**config.mk**
```make
export PLATFORM = sky130hd
export DESIGN_NAME = fir_channel_scheduler_flat
export DESIGN_NICKNAME = d
export VERILOG_FILES = /design/src/rtl/fir_channel_scheduler_if.sv /design/src/rtl/fir_channel_scheduler.sv /design/src/flat_wrapper.sv
export SDC_FILE = /design/constraint.sdc
export NUM_CORES = 1
export LEC_CHECK = 0
export ABC_AREA = 1
export BUFFER_PORTS_ARGS = -buffer_cell sky130_fd_sc_hd__clkbuf_2
export CAP_MARGIN = 5
export CORE_ASPECT_RATIO = 0.8
export CORE_MARGIN = 8
export CORE_UTILIZATION = 50
export DETAILED_ROUTE_END_ITERATION = 8
export PLACE_DENSITY_LB_ADDON = 0.15
export RECOVER_POWER = 50
export SYNTH_ARGS = -nofsm -noshare
export SYNTH_HDL_FRONTEND = slang
export SYNTH_SLANG_ARGS = --single-unit
```
**constraint.sdc**
```tcl
create_clock -name clk -period 2.6 [get_ports clk]
set_clock_uncertainty 0.1 [all_clocks]
set_input_delay 0.78 -clock clk [delete_from_list [all_inputs] [get_ports clk]]
set_output_delay 0.78 -clock clk [all_outputs]
set_load 0.03 [all_outputs]
```
**src/rtl/fir_channel_scheduler_if.sv**
```systemverilog
// Handshake bundle between the two sample sources, the shared FIR core and the result sink.
// The scheduler takes the master view; the surrounding environment takes the slave view.
interface fir_channel_scheduler_if #(
   parameter int DW = 16,
   parameter int RW = 36
);
   logic          s0_valid;
   logic [DW-1:0] s0_data;
   logic          s0_ready;
   logic          s1_valid;
   logic [DW-1:0] s1_data;
   logic          s1_ready;
   logic          core_start;
   logic [DW-1:0] core_sample;
   logic          core_ch;
   logic          core_done;
   logic [RW-1:0] core_result;
   logic          m_valid;
   logic [RW-1:0] m_data;
   logic          m_ch;
   logic          m_ready;
   logic          busy;
   logic          err;

   modport master (
      input  s0_valid, s0_data, s1_valid, s1_data, core_done, core_result, m_ready,
      output s0_ready, s1_ready, core_start, core_sample, core_ch, m_valid, m_data, m_ch,
             busy, err
   );

   modport slave (
      output s0_valid, s0_data, s1_valid, s1_data, core_done, core_result, m_ready,
      input  s0_ready, s1_ready, core_start, core_sample, core_ch, m_valid, m_data, m_ch,
             busy, err
   );
endinterface

```
**src/rtl/fir_channel_scheduler.sv**
```systemverilog
// Two-channel round-robin front end for a single shared FIR core: one sample in flight,
// results returned tagged with their channel, sticky error on a core that never answers.
module fir_channel_scheduler #(
   parameter int DW      = 16,
   parameter int RW      = 36,
   parameter int TIMEOUT = 255
) (
   input  logic                   clk,
   input  logic                   rst,
   fir_channel_scheduler_if.master bus
);
   localparam int CW = (TIMEOUT < 2) ? 1 : $clog2(TIMEOUT + 1);
   localparam logic [CW-1:0] TO_LAST = CW'(TIMEOUT - 1);

   typedef enum logic [1:0] {
      IDLE  = 2'd0,
      ISSUE = 2'd1,
      WAIT  = 2'd2,
      OUT   = 2'd3
   } state_t;

   state_t        state_r;
   logic [CW-1:0] cnt_r;
   logic          last_r;
   logic          s0_ready_r;
   logic          s1_ready_r;
   logic          core_start_r;
   logic [DW-1:0] core_sample_r;
   logic          core_ch_r;
   logic          m_valid_r;
   logic [RW-1:0] m_data_r;
   logic          m_ch_r;
   logic          busy_r;
   logic          err_r;

   logic          any_valid_s;
   logic          grant_s;
   logic          acc0_s;
   logic          acc1_s;

   assign acc0_s = s0_ready_r & bus.s0_valid;
   assign acc1_s = s1_ready_r & bus.s1_valid;

   // Round-robin pick among the channels valid right now; a tie goes to the one not served last.
   always_comb begin
      any_valid_s = bus.s0_valid | bus.s1_valid;
      if (bus.s0_valid && bus.s1_valid) begin
         grant_s = ~last_r;
      end else if (bus.s1_valid) begin
         grant_s = 1'b1;
      end else begin
         grant_s = 1'b0;
      end
   end

   // Scheduler FSM; every output is a register updated here.
   always_ff @(posedge clk) begin
      if (rst) begin
         state_r       <= IDLE;
         cnt_r         <= '0;
         last_r        <= 1'b1;
         s0_ready_r    <= 1'b0;
         s1_ready_r    <= 1'b0;
         core_start_r  <= 1'b0;
         core_sample_r <= '0;
         core_ch_r     <= 1'b0;
         m_valid_r     <= 1'b0;
         m_data_r      <= '0;
         m_ch_r        <= 1'b0;
         busy_r        <= 1'b0;
         err_r         <= 1'b0;
      end else begin
         case (state_r)
            IDLE: begin
               if (acc0_s || acc1_s) begin
                  core_sample_r <= acc1_s ? bus.s1_data : bus.s0_data;
                  core_ch_r     <= acc1_s;
                  s0_ready_r    <= 1'b0;
                  s1_ready_r    <= 1'b0;
                  core_start_r  <= 1'b1;
                  busy_r        <= 1'b1;
                  state_r       <= ISSUE;
               end else begin
                  s0_ready_r <= any_valid_s & ~grant_s;
                  s1_ready_r <= any_valid_s & grant_s;
               end
            end
            ISSUE: begin
               core_start_r <= 1'b0;
               cnt_r        <= '0;
               state_r      <= WAIT;
            end
            WAIT: begin
               // A done arriving on the last permitted cycle still beats the timeout.
               if (bus.core_done) begin
                  m_data_r  <= bus.core_result;
                  m_ch_r    <= core_ch_r;
                  m_valid_r <= 1'b1;
                  state_r   <= OUT;
               end else if (cnt_r == TO_LAST) begin
                  cnt_r   <= cnt_r + CW'(1);
                  err_r   <= 1'b1;
                  last_r  <= core_ch_r;
                  busy_r  <= 1'b0;
                  state_r <= IDLE;
               end else begin
                  cnt_r <= cnt_r + CW'(1);
               end
            end
            OUT: begin
               if (bus.m_ready) begin
                  m_valid_r <= 1'b0;
                  last_r    <= m_ch_r;
                  busy_r    <= 1'b0;
                  state_r   <= IDLE;
               end else begin
                  m_valid_r <= 1'b1;
               end
            end
            default: begin
               state_r      <= IDLE;
               s0_ready_r   <= 1'b0;
               s1_ready_r   <= 1'b0;
               core_start_r <= 1'b0;
               m_valid_r    <= 1'b0;
               busy_r       <= 1'b0;
            end
         endcase
      end
   end

   assign bus.s0_ready    = s0_ready_r;
   assign bus.s1_ready    = s1_ready_r;
   assign bus.core_start  = core_start_r;
   assign bus.core_sample = core_sample_r;
   assign bus.core_ch     = core_ch_r;
   assign bus.m_valid     = m_valid_r;
   assign bus.m_data      = m_data_r;
   assign bus.m_ch        = m_ch_r;
   assign bus.busy        = busy_r;
   assign bus.err         = err_r;
endmodule

```
**src/flat_wrapper.sv**
```systemverilog
// flat-port wrapper written by rule: the top's interface ports become plain ports
module fir_channel_scheduler_flat 
#(
   parameter int DW      = 16,
   parameter int RW      = 36,
   parameter int TIMEOUT = 255
)
  (clk, rst, bus_s0_valid, bus_s0_data, bus_s1_valid, bus_s1_data, bus_core_done, bus_core_result, bus_m_ready, bus_s0_ready, bus_s1_ready, bus_core_start, bus_core_sample, bus_core_ch, bus_m_valid, bus_m_data, bus_m_ch, bus_busy, bus_err);
  fir_channel_scheduler_if #(.DW(DW), .RW(RW)) bus_i ();
  input  logic clk;
  input  logic rst;
  input wire logic [$bits(bus_i.s0_valid)-1:0] bus_s0_valid;
  input wire logic [$bits(bus_i.s0_data)-1:0] bus_s0_data;
  input wire logic [$bits(bus_i.s1_valid)-1:0] bus_s1_valid;
  input wire logic [$bits(bus_i.s1_data)-1:0] bus_s1_data;
  input wire logic [$bits(bus_i.core_done)-1:0] bus_core_done;
  input wire logic [$bits(bus_i.core_result)-1:0] bus_core_result;
  input wire logic [$bits(bus_i.m_ready)-1:0] bus_m_ready;
  output wire logic [$bits(bus_i.s0_ready)-1:0] bus_s0_ready;
  output wire logic [$bits(bus_i.s1_ready)-1:0] bus_s1_ready;
  output wire logic [$bits(bus_i.core_start)-1:0] bus_core_start;
  output wire logic [$bits(bus_i.core_sample)-1:0] bus_core_sample;
  output wire logic [$bits(bus_i.core_ch)-1:0] bus_core_ch;
  output wire logic [$bits(bus_i.m_valid)-1:0] bus_m_valid;
  output wire logic [$bits(bus_i.m_data)-1:0] bus_m_data;
  output wire logic [$bits(bus_i.m_ch)-1:0] bus_m_ch;
  output wire logic [$bits(bus_i.busy)-1:0] bus_busy;
  output wire logic [$bits(bus_i.err)-1:0] bus_err;
  assign bus_i.s0_valid = bus_s0_valid;
  assign bus_i.s0_data = bus_s0_data;
  assign bus_i.s1_valid = bus_s1_valid;
  assign bus_i.s1_data = bus_s1_data;
  assign bus_i.core_done = bus_core_done;
  assign bus_i.core_result = bus_core_result;
  assign bus_i.m_ready = bus_m_ready;
  assign bus_s0_ready = bus_i.s0_ready;
  assign bus_s1_ready = bus_i.s1_ready;
  assign bus_core_start = bus_i.core_start;
  assign bus_core_sample = bus_i.core_sample;
  assign bus_core_ch = bus_i.core_ch;
  assign bus_m_valid = bus_i.m_valid;
  assign bus_m_data = bus_i.m_data;
  assign bus_m_ch = bus_i.m_ch;
  assign bus_busy = bus_i.busy;
  assign bus_err = bus_i.err;
  fir_channel_scheduler #(.DW(DW), .RW(RW), .TIMEOUT(TIMEOUT)) u_core (.clk(clk), .rst(rst), .bus(bus_i));
endmodule
```
### Word level (Yosys, flattened, before mapping)

Index checks and enable logic that the tools add are counted.

* word-level logic and storage cells: 73
* output and inout port bits: 60
* flip-flop bits (word level): 71
* input port bits: 74

* mux-type cells: 25
* bitwise gates (word level): 8
* reduce and logical (&&, ||, !) cells: 16
* add/sub/neg operators: 1
* equal/unequal tests: 10

Operators by type and width (count)
* 16-bit two-way mux: 1
* 8-bit case mux with 2 select lines: 1
* 1-bit two-way mux: 13
* 2-bit AND reduction: 5
* 8-bit by 1-bit adder with 8-bit output (second input constant): 1
* 8-bit equality test (second input constant): 1
* 2-bit two-way mux: 4
* 8-bit two-way mux: 1
* 2-bit case mux with 4 select lines: 1
* 2-bit != test (second input constant): 3
* 1-bit case mux with 2 select lines: 3
* 3-bit AND reduction: 2
* 2-bit nonzero test: 3
* 5-bit AND reduction: 1
* 1-bit bitwise AND: 4
* 2-bit equality test (second input constant): 2
* 2-bit by 1-bit != test with 1-bit output (second input constant): 2
* 4-bit AND reduction: 1
* 3-bit by 2-bit != test with 1-bit output (second input constant): 1
* 1-bit NOT: 3
* 1-bit case mux with 3 select lines: 1
* 3-bit nonzero test: 1
* 2-bit by 1-bit equality test with 1-bit output (second input constant): 1
* 2-bit zero test: 1
* 3 further kinds: 3

### Longest topological paths before layout

Gate-level depths: netlist (run 1).

* word-level depth: 5
* depth in mapped cells: 10
* mapped depth without buffers: 9

### Worst setup path after synthesis (run 1)

Ideal clock, no wire load.

* kind: input to register
* start: input bus_s1_valid
* end: register u_core.core_sample_r[6] (netlist: u_core.bus.core_sample[6])
* slack: 0.867 ns
* library setup time: 0.125 ns
* stages: 7
* arrival time: 1.508 ns
* cells stage by stage: nand2_1 -> nand2_1 -> nand2_1 -> inv_2 -> buf_4 -> o21ai_0 -> a31oi_1

* word-level cells in the longest chain between the ends: 3
* elaborated cells between the ends (all ways): 4
* classes of those cells: mux (1); bitwise (1); reduce/logical (2)

RTL lines
* from (decl): line flat_wrapper.sv:14 `input wire logic [$bits(bus_i.s1_valid)-1:0] bus_s1_valid;`
* 1-bit bitwise AND *: line fir_channel_scheduler.sv:42 `assign acc1_s = s1_ready_r & bus.s1_valid;`
* 1-bit logical OR: line fir_channel_scheduler.sv:75 `if (acc0_s || acc1_s) begin`
* 2-bit AND reduction (no source line)
* to (signal assigned): line fir_channel_scheduler.sv:76 `core_sample_r <= acc1_s ? bus.s1_data : bus.s0_data;`
* to (decl): line fir_channel_scheduler.sv:28 `logic [DW-1:0] core_sample_r;`

Every way passes the cells marked *; elsewhere a longest branch is shown, timed or not.
A chain may end at the register's enable or synchronous reset.

### Worst setup path after layout (run 1)

* start: register u_core.state_r[1]
* end: register u_core.cnt_r[6]

* word-level cells in the longest chain between the ends: 3
* elaborated cells between the ends (all ways): 6
* classes of those cells: eq/ne (3); mux (1); reduce/logical (2)

RTL lines
* from (decl): line fir_channel_scheduler.sv:22 `state_t state_r;`
* from (signal assigned): line fir_channel_scheduler.sv:59 `state_r <= IDLE;`
* from (signal assigned): line fir_channel_scheduler.sv:82 `state_r <= ISSUE;`
* from (signal assigned): line fir_channel_scheduler.sv:91 `state_r <= WAIT;`
* 2-bit equality test or 2-bit by 1-bit equality test with 1-bit output (tied branches): line fir_channel_scheduler.sv:73 `case (state_r)`
* 2-bit != test (no source line) or 2-bit nonzero test (tied branches)
* 2-bit AND reduction (no source line)
* to (signal assigned): line fir_channel_scheduler.sv:101 `cnt_r <= cnt_r + CW'(1);`
* to (signal assigned): line fir_channel_scheduler.sv:107 `cnt_r <= cnt_r + CW'(1);`
* to (decl): line fir_channel_scheduler.sv:23 `logic [CW-1:0] cnt_r;`

Several ways; a longest one is shown, not always the timed one.

==> results list, run 1 <==
- By area, the combinational part of the netlist is dominated by simple AND/OR/NAND/NOR gates.
- Buffers from clock root to sink, at most: 2
* Synth Warn #: 0
* Count of routing violations after the opening detailed-route iteration: 211
- DPL Wire Length: 6160 um
* Final setup violation count: 0
- The first detailed-routing pass took 4 iterations.
* Cell with the most instances after synthesis: nand2_1
- The repair_antennas step left the layout with diodes totalling 0.
- Once the clock tree was built, the setup fixing pass inserted 0 buffers.
- In this run the horizontal extent of the chip is between 100 and 150 um.
* Worst-Margin Slew: 677 ps
- At the worst endpoint, the arrival time is 2060 ps.
- Net switching is 39.2% of the power.
- Summing the sequential cell areas from Yosys gives 49.2% of the chip area.
* Top cell type by total area after synthesis: dfxtp_1
- Sink count of the clock tree: 71
- The clock tree synthesis step divided the H-tree into 3 levels.
* Portion of total power attributed to combinational logic: 32.4%
- After global routing the overflow that remains totals 0.
- Total Negative Setup Slacks: 0 ps
- Of the total power, registers draw 39.9%.
- Post-synth top area share: between 40 and 50%
* Power density cells: 935 nW/um^2
- The number of clock buffers added by TritonCTS is 9.
- Area of the placeable core: 5530 um^2
- After clock tree synthesis, the clock-pin slew on the worst setup and hold paths is approximately 80 ps.
- Buffers placed on the I/O ports in this run total roughly 130.
* Final-stage net count: slightly below 600
* Top post-synthesis cells by count: nand2_1 (104), dfxtp_1 (71), nand3_1 (48)
- The worst pin sits at a relative slew slack of 54.8%.
- Timing analysis after detailed placement gives a worst setup slack of 429 ps.
- After detailed routing, the number of vias per cell comes to 5.08.
* Number of standard cells in the layout, taps in and fillers out: 591
* Placed cell count: 575
* FF-to-FF setup slack: between 600 and 700 ps
- Share of the synthesized netlist area taken by xor and xnor gates: 0%
* Die boundary height: ~84 um
- Top area cells in the synthesized netlist: dfxtp_1 (49%), nand2_1 (14%), nand3_1 (8.3%)
- Root buffer selected by CTS: clkbuf_8
* Die area: 8480 um^2
- Measured against the total synthesized area, the mux share comes to 0%.
* Internal Pwr Total: ~2100 uW
* Kind of end point of the critical path: flop
- Worst Path Required: ~2700 ps
- Fraction of the cycle the final worst path needs: 74.3%
* Critical Path Start Type: flop
- Power spent charging and discharging nets: 1350 uW
- The total count of max-transition violations in the final report is 0.
- Post-Syn Area: between 2000 and 3000 um^2
- Area Growth Syn to Fin: 27.8%
* Outcome: completed
- Of the total synthesized cell area, the portion taken by full adders, half adders and majority gates is 0.866%.
* Hold violation count in the final report: 0
* Maximum frequency from static timing analysis: ~520 MHz
- Total vias in the final route: 3004
- The first global-routing pass estimated approximately 14000 um of wire.
- Number of enable-type register cells in the synthesized netlist: 0
- Of all nets on the critical path, the largest fanout is 12.
- The synthesized netlist devotes 16.1% of its cell area to compound gates.
- Routability congestion estimate: 0.783
- Gates resized during post-CTS repair numbered 0.
* Net Count, Synth: 459
- In this run the mean area of a mapped cell was 7.55 um^2.
- Fraction of final layout cells sized beyond drive strength 1: 20.1%
- Simple-gate share of the synthesized area: 26.9%
- Total length of routed wires: 8330 um
- Post-synthesis sequential element count: 71
* Antenna Nets Post-Route: 0
- Global routing used 19.6% of the available tracks.
* Shortest period the worst path allows: between 1500 and 2000 ps
* RSZ-0062 raised after global routing: false
- For this configuration, the core starts out at a cell density of 52.3%.
- TritonCTS built the clock tree.
- For this design the top-level I/O count stands at 134.
- Entering global routing, the biggest net connects 47 pins.
* Dominant synthesized flop cell: dfxtp_1
* Class of the tightest hold or removal check: reg2reg
- Number of antenna violations at the first check in global routing: 0
- Worst IR Drop VDD: roughly 0.43 mV
* Post-synth cell types: 29
- Static Leakage: about 0.0016 uW
- Total of hold buffers inserted after clock tree synthesis: 0
- The tightest hold path in the finished design has a slack of 363 ps.
* Async SR Flop Fraction: 0%
- Startpoint-to-endpoint class of the critical path: reg2reg
- Number of instances in the synthesized netlist: around 380
- Number of global-route vias before repair: 2922
- Setup slack after layout: between 600 and 700 ps
* Number of design rule violations left after detail routing: 0
- Row generation in the floorplan step produced 24 rows.
- The later pin in the worst-skew pair is clocked with a latency of 340 ps.
- The share of total power dissipated in the clock network is 27.6%.
- Detailed-route wire length per cell: 14.1 um
- Across the run, the number of max-cap violations was 0.
==> logic make-up after synthesis <==
logic type,Yosys count
compound gates,87
simple gates,179
flops,71
buf+inv,44
fa+ha+maj,2
==> registers in the layout, summed over array words and instances, names as in the netlist <==
name	flops
u_core.bus.core_ch	1
u_core.bus.s0_ready	1
u_core.bus.s1_ready	1
u_core.bus.busy	1
u_core.bus.core_sample	16
u_core.bus.m_ch	1
u_core.bus.core_start	1
u_core.bus.m_valid	1
u_core.cnt_r	8
u_core.bus.m_data	36
u_core.state_r	2
u_core.bus.err	1
u_core.last_r	1
==> through the flow <==
| stage | cell area (um^2) | util (%) | total power (uW) |
|---|---|---|---|
| 4_1_cts | 3780 | 68.4 | 3520 |
| 3_3_place_gp | 3570 | 64.5 | 2550 |
| 6_report | 3690 | 66.8 | 3450 |
| 5_1_grt | 3690 | 66.8 | 3660 |
| 2_1_floorplan | 2890 | - | 2260 |
| 3_5_place_dp | 3570 | 64.5 | 2570 |
==> critical path, cell delays in order, from the launching register on <==
cell and delay (ps):
dfxtp_1 410, inv_1 90, nor2_2 350, nand2_1 260
clkinvlp_2 230, nand2_1 80, inv_1 110, nand3_1 70
nand2_1 60, nor2_1 50
==> per-layer routing <==
layer | wire length, um | vias to the layer above | global-route usage, %
met5 | 0 | - | 0
met4 | 62 | 0 | 3.78
met3 | 739 | 6 | 9.33
met2 | 3910 | 123 | 30.4
met1 | 3620 | 1347 | 24.2
li1 | - | 1528 | -
==> cell usage in the layout (no fill, tap or decap), types with 15 or more instances in the layout <==
cell type and n:
dfxtp_1 71, a21oi_1 47, clkbuf_2 80, clkbuf_1 56, nor2_1 15, nand3_1 48, inv_1 17, nand2_1 106
o21ai_0 21, a31oi_1 16
==> cell type report <==
type / count / area (um^2)
clock buffer: 11 / 131
clock inverter: 5 / 81.3
fill: 549 / 1830
inverter: 20 / 76.3
multi-input combinational: 268 / 1250
sequential: 71 / 1420
tap: 78 / 97.6
timing repair buffer: 138 / 633
==> power by group through the flow <==
| stage | Combinational (uW) | Sequential, uW | Clock (uW) |
|---|---|---|---|
| 6_report | 1120 | 1380 | 954 |
| 3_3_place_gp | 1150 | 1400 | 0 |
| 2_1_floorplan | 566 | 1690 | 0 |
| 3_5_place_dp | 1180 | 1400 | 0 |
| 4_1_cts | 1180 | 1380 | 969 |
| 5_1_grt | 1240 | 1400 | 1020 |
==> final timing paths <==
check / to / start / cells after the start
setup / recovery: u_core.cnt_r[6]$_SDFFE_PP0P_ / u_core.state_r[1]$_SDFFE_PP0P_ / 9
hold / removal: u_core.bus.m_data[5]$_SDFFE_PP0P_ / u_core.bus.m_data[5]$_SDFFE_PP0P_ / 2
hold reg to reg: u_core.bus.m_data[5]$_SDFFE_PP0P_ / u_core.bus.m_data[5]$_SDFFE_PP0P_ / 2
setup reg to reg: u_core.cnt_r[6]$_SDFFE_PP0P_ / u_core.state_r[1]$_SDFFE_PP0P_ / 9
Power figures use the tool's default switching activity.
==> inputs of run 2 (changes only) <==
CORE_UTILIZATION = 42   (was 50)
clock period = 1.71 ns   (was 2.6 ns; I/O delays follow)
==> run 2 against run 1 <==
Flip-flop and latch count did not move. Critical path depth down 8. Combinational power increased by 61%. Final area grew 3.8%. Clock-buffer cell count is the same. Hold slack worse by 58 ps. Non-clock buffer count is 6 higher. Core utilization decreased by 10 points. Die area grew 16%. Register-to-register slack worse by 440 ps. Sequential power up 52%. Cell count grew 2.5%.
==> results list, run 2 (same netlist as run 1, synthesis figures left out) <==
* Outcome: completed
- The register-to-register path setup slack came to 230 ps (-440 ps).
* Top-level I/O count: 134 (unchanged)
* Portion of total power attributed to combinational logic: 33.2% (+0.8 points)
- Maximum number of pins on one net before global-route repair: 47 (unchanged)
- The initial antenna violation count came to 0 (unchanged).
- Fraction of met1 tracks used by global routing: 20.9% (-3.3 points)
- The CTS clock-pin slew for the worst setup and hold paths was 70 ps (about the same).
- Terminus of the critical flop-to-flop path: u_core.cnt_r[7]$_SDFFE_PP0P_
- Kind of end point of the critical path: output port
- The total count of max-transition violations in the final report was 0 (unchanged).
- The number of DRC markers after the initial detailed-route iteration was 167 (-21%).
- Antenna Nets Post-Route: 0 (unchanged)
* Start point of the worst min-delay path: bus_s0_data[7]
- Area of the multi-input gates: 1260 um^2 (+0.40%)
- Endpoint of the worst hold path: u_core.bus.core_sample[7]$_SDFFE_PP0P_
- The met2 layer usage reported by global route was 26.2% (-4.1 points).
- The total CTS buffers is 9 (unchanged).
- H-Tree Depth: 3 (unchanged)
- Startpoint-to-endpoint class of the critical path: reg2out
- The final critical path takes up 94.6% of the cycle.
- Total length of routed wires: 8370 um (+0.48%)
- Worst Path Required: 1100 ps (-1630 ps)
* Worst-Margin Slew: 423 ps (-254 ps)
- Number of I/O port buffers: 133 (unchanged)
* Critical path arrival: 1000 ps (-1060 ps)
- The worst hold path cell count is 3 (+1).
* Number of standard cells in the layout, taps in and fillers out: 606 (+2.5%)
- On the critical path the largest part of the delay comes from flip-flops.
* Worst IR Drop VDD: 0.653 mV (+51%)
- Number of optimization iterations in the first detailed-route pass: 4 (unchanged)
- The path class of the tightest hold or removal check is in2reg.
* Power spent charging and discharging nets: 2080 uW (+54%)
- The via count of the routed design was 2992 (-0.40%).
* Wire length of the first global-routing pass: 13600 um (+0.30%)
- The sequential group share of total power came to 38.6% (-1.3 points).
- The startpoint identified for the worst register-to-register timing path is u_core.state_r[1]$_SDFFE_PP0P_.
- Clock latency at the later pin of the worst-skew pair: 340 ps (about the same)
* Max reg flops: 36 (unchanged)
* Peak-usage layer in the global routing report: met2
- Placed cell count: 590 (+2.6%)
- The final number of setup-violating endpoints was 0 (unchanged).
* Sink count of the clock tree: 71 (unchanged)
- The post-route DRC violation count came to 0 (unchanged).
- The library cell used most frequently in the layout, excluding fill and tap cells, is clkbuf_2.
- Routability congestion estimate: 0.761 (-2.8%)
- RSZ-0062 raised after global routing: false
- Max stage delay on crit path: 340 ps (-70 ps)
- The switching part of the total was 38.3% (-0.91 points).
* Hold violation count in the final report: 0 (unchanged)
* Power density cells: 1420 nW/um^2 (+52%)
- The worst setup path is launched from a flop.
- Met3 demand-to-capacity share in global routing: 6.70% (-2.6 points)
- The count of instances resized after the clock tree is built was 0 (unchanged).
- The layout net count was 590 (+1.0%).
* DPL Wire Length: 6020 um (-2.3%)
- Root buffer selected by CTS: clkbuf_8
- The number of vias per cell after detailed routing was 4.94 (-2.9%).
- Detailed-route wire length per cell: 13.8 um (-2.0%)
- The global router's overall resource usage was 17.1% (-2.6 points).
- Total non-filler cell area in the finished layout: 3830 um^2 (+3.8%)
- Walking the worst path, the cells encountered are clkbuf_1.
- Static timing analysis puts the maximum clock frequency at 618 MHz.
- The number of hold-repair buffers added at the cts stage is 0 (unchanged).
- Total Negative Setup Slacks: 0 ps (unchanged)
* Floorplan die width: 109 um (+7.7%)
- Placement row count: 27 (+13%)
- In the layout the commonest cells are clkbuf_2 (111), nand2_1 (106), dfxtp_1 (71).
- The core region area was 6790 um^2 (+23%).
* Portion of total power attributed to the clock network: 28.2% (+0.6 points)
- The die outline height is 90.2 um (+7.4%).
* Buffers from clock root to sink, at most: 2 (unchanged)
- Max Cap Viol: 0 (unchanged)
* Die area: 9810 um^2 (+16%)
- The fraction of layout instances using a drive strength above 1 was 27.6% (+7.5 points).
- TritonCTS built the clock tree.
- The headroom to the max-slew limit was 71.7% (+17 points).
- The total leakage power came to 0.00173 uW (+10%).
- Number of cell instances on the worst register-to-register path: 7 (-2)
* Cell area after placement: 3650 um^2 (+2.3%)
* Filler instances: 687 (+25%)
* Setup Buffers After CTS: 0 (unchanged)
- Effective utilization at floorplan: 42.6% (-9.7 points)
- The total congestion overflow came to 0 (unchanged).
- Subtracting the final worst setup slack from the clock period gives 1620 ps.
- Number of global-route vias before repair: 2839 (-2.8%)
- The design internal power is 3350 uW (+60%).
- The slowest stage of the critical path is the dfxtp_1 cell.
* Final antenna diode count: 0 (unchanged)
- Max FO, Critical Path: 2 (-10)
* Area Growth Syn to Fin: 32.6%
- The number of buffers and inverters on the critical path is 1 (-2).
* Area of all sequential standard cells: 1420 um^2 (unchanged)
==> run 2: stage by stage <==
step	worst slack (ps)	power, uW	utilization (%)	hold slack, ps
6_report	92.9	5430	56.5	305
5_1_grt	34.5	5760	56.5	298
4_1_cts	92.3	5540	57.1	287
3_5_place_dp	-13.4	3990	53.7	350
3_3_place_gp	73.6	3970	53.7	347
2_1_floorplan	207	3440	-	324
==> run 2: worst register-to-register path, stage by stage (launching register included) <==
cell and delay [ps]:
dfxtp_1 430, inv_2 60, nor2_2 140, nand2_1 180, clkinv_2 120, nand4_1 110, o21ai_0 180, inv_1 50
==> run 2: final cells by class <==
cell class	count	share of cell area [%]
Multi-Input combinational cell	268	32.8
Inverter	20	1.99
Timing Repair Buffer	144	19.3
Clock inverter	5	2.09
Tap cell	87	2.84
Sequential cell	71	37.1
Clock buffer	11	3.95
==> run 2: how the worst max path moves through the flow <==
| stage | startpoint | endpoint | cells past startpoint |
|---|---|---|---|
| floorplan | u_core.bus.s1_ready$_SDFFE_PP0N_ | u_core.bus.core_sample[8]$_SDFFE_PP0P_ | 7 |
| global placement | bus_s1_valid | u_core.bus.core_sample[5]$_SDFFE_PP0P_ | 7 |
| detailed placement | bus_s1_valid | u_core.bus.core_sample[5]$_SDFFE_PP0P_ | 7 |
| CTS | u_core.bus.core_ch$_SDFFE_PP0P_ | bus_core_ch | 1 |
| global route | u_core.bus.s1_ready$_SDFFE_PP0N_ | u_core.bus.core_sample[11]$_SDFFE_PP0P_ | 6 |
| finish | u_core.bus.core_sample[11]$_SDFFE_PP0P_ | bus_core_sample[11] | 1 |
==> run 2: routing by layer <==
layer | vias to the layer above | share of wire, %
li1 | 1545 | -
met1 | 1341 | 45
met2 | 95 | 46
met3 | 11 | 8.4
met4 | 0 | 1.2
met5 | - | 0
==> run 2: power by group through the flow <==
stage	Combinational, uW	Clock (uW)	Sequential [uW]
after floorplan	861	0	2580
after global placement	1830	0	2130
after detailed placement	1860	0	2130
after CTS	1860	1580	2100
after global routing	1980	1650	2130
final	1800	1530	2100
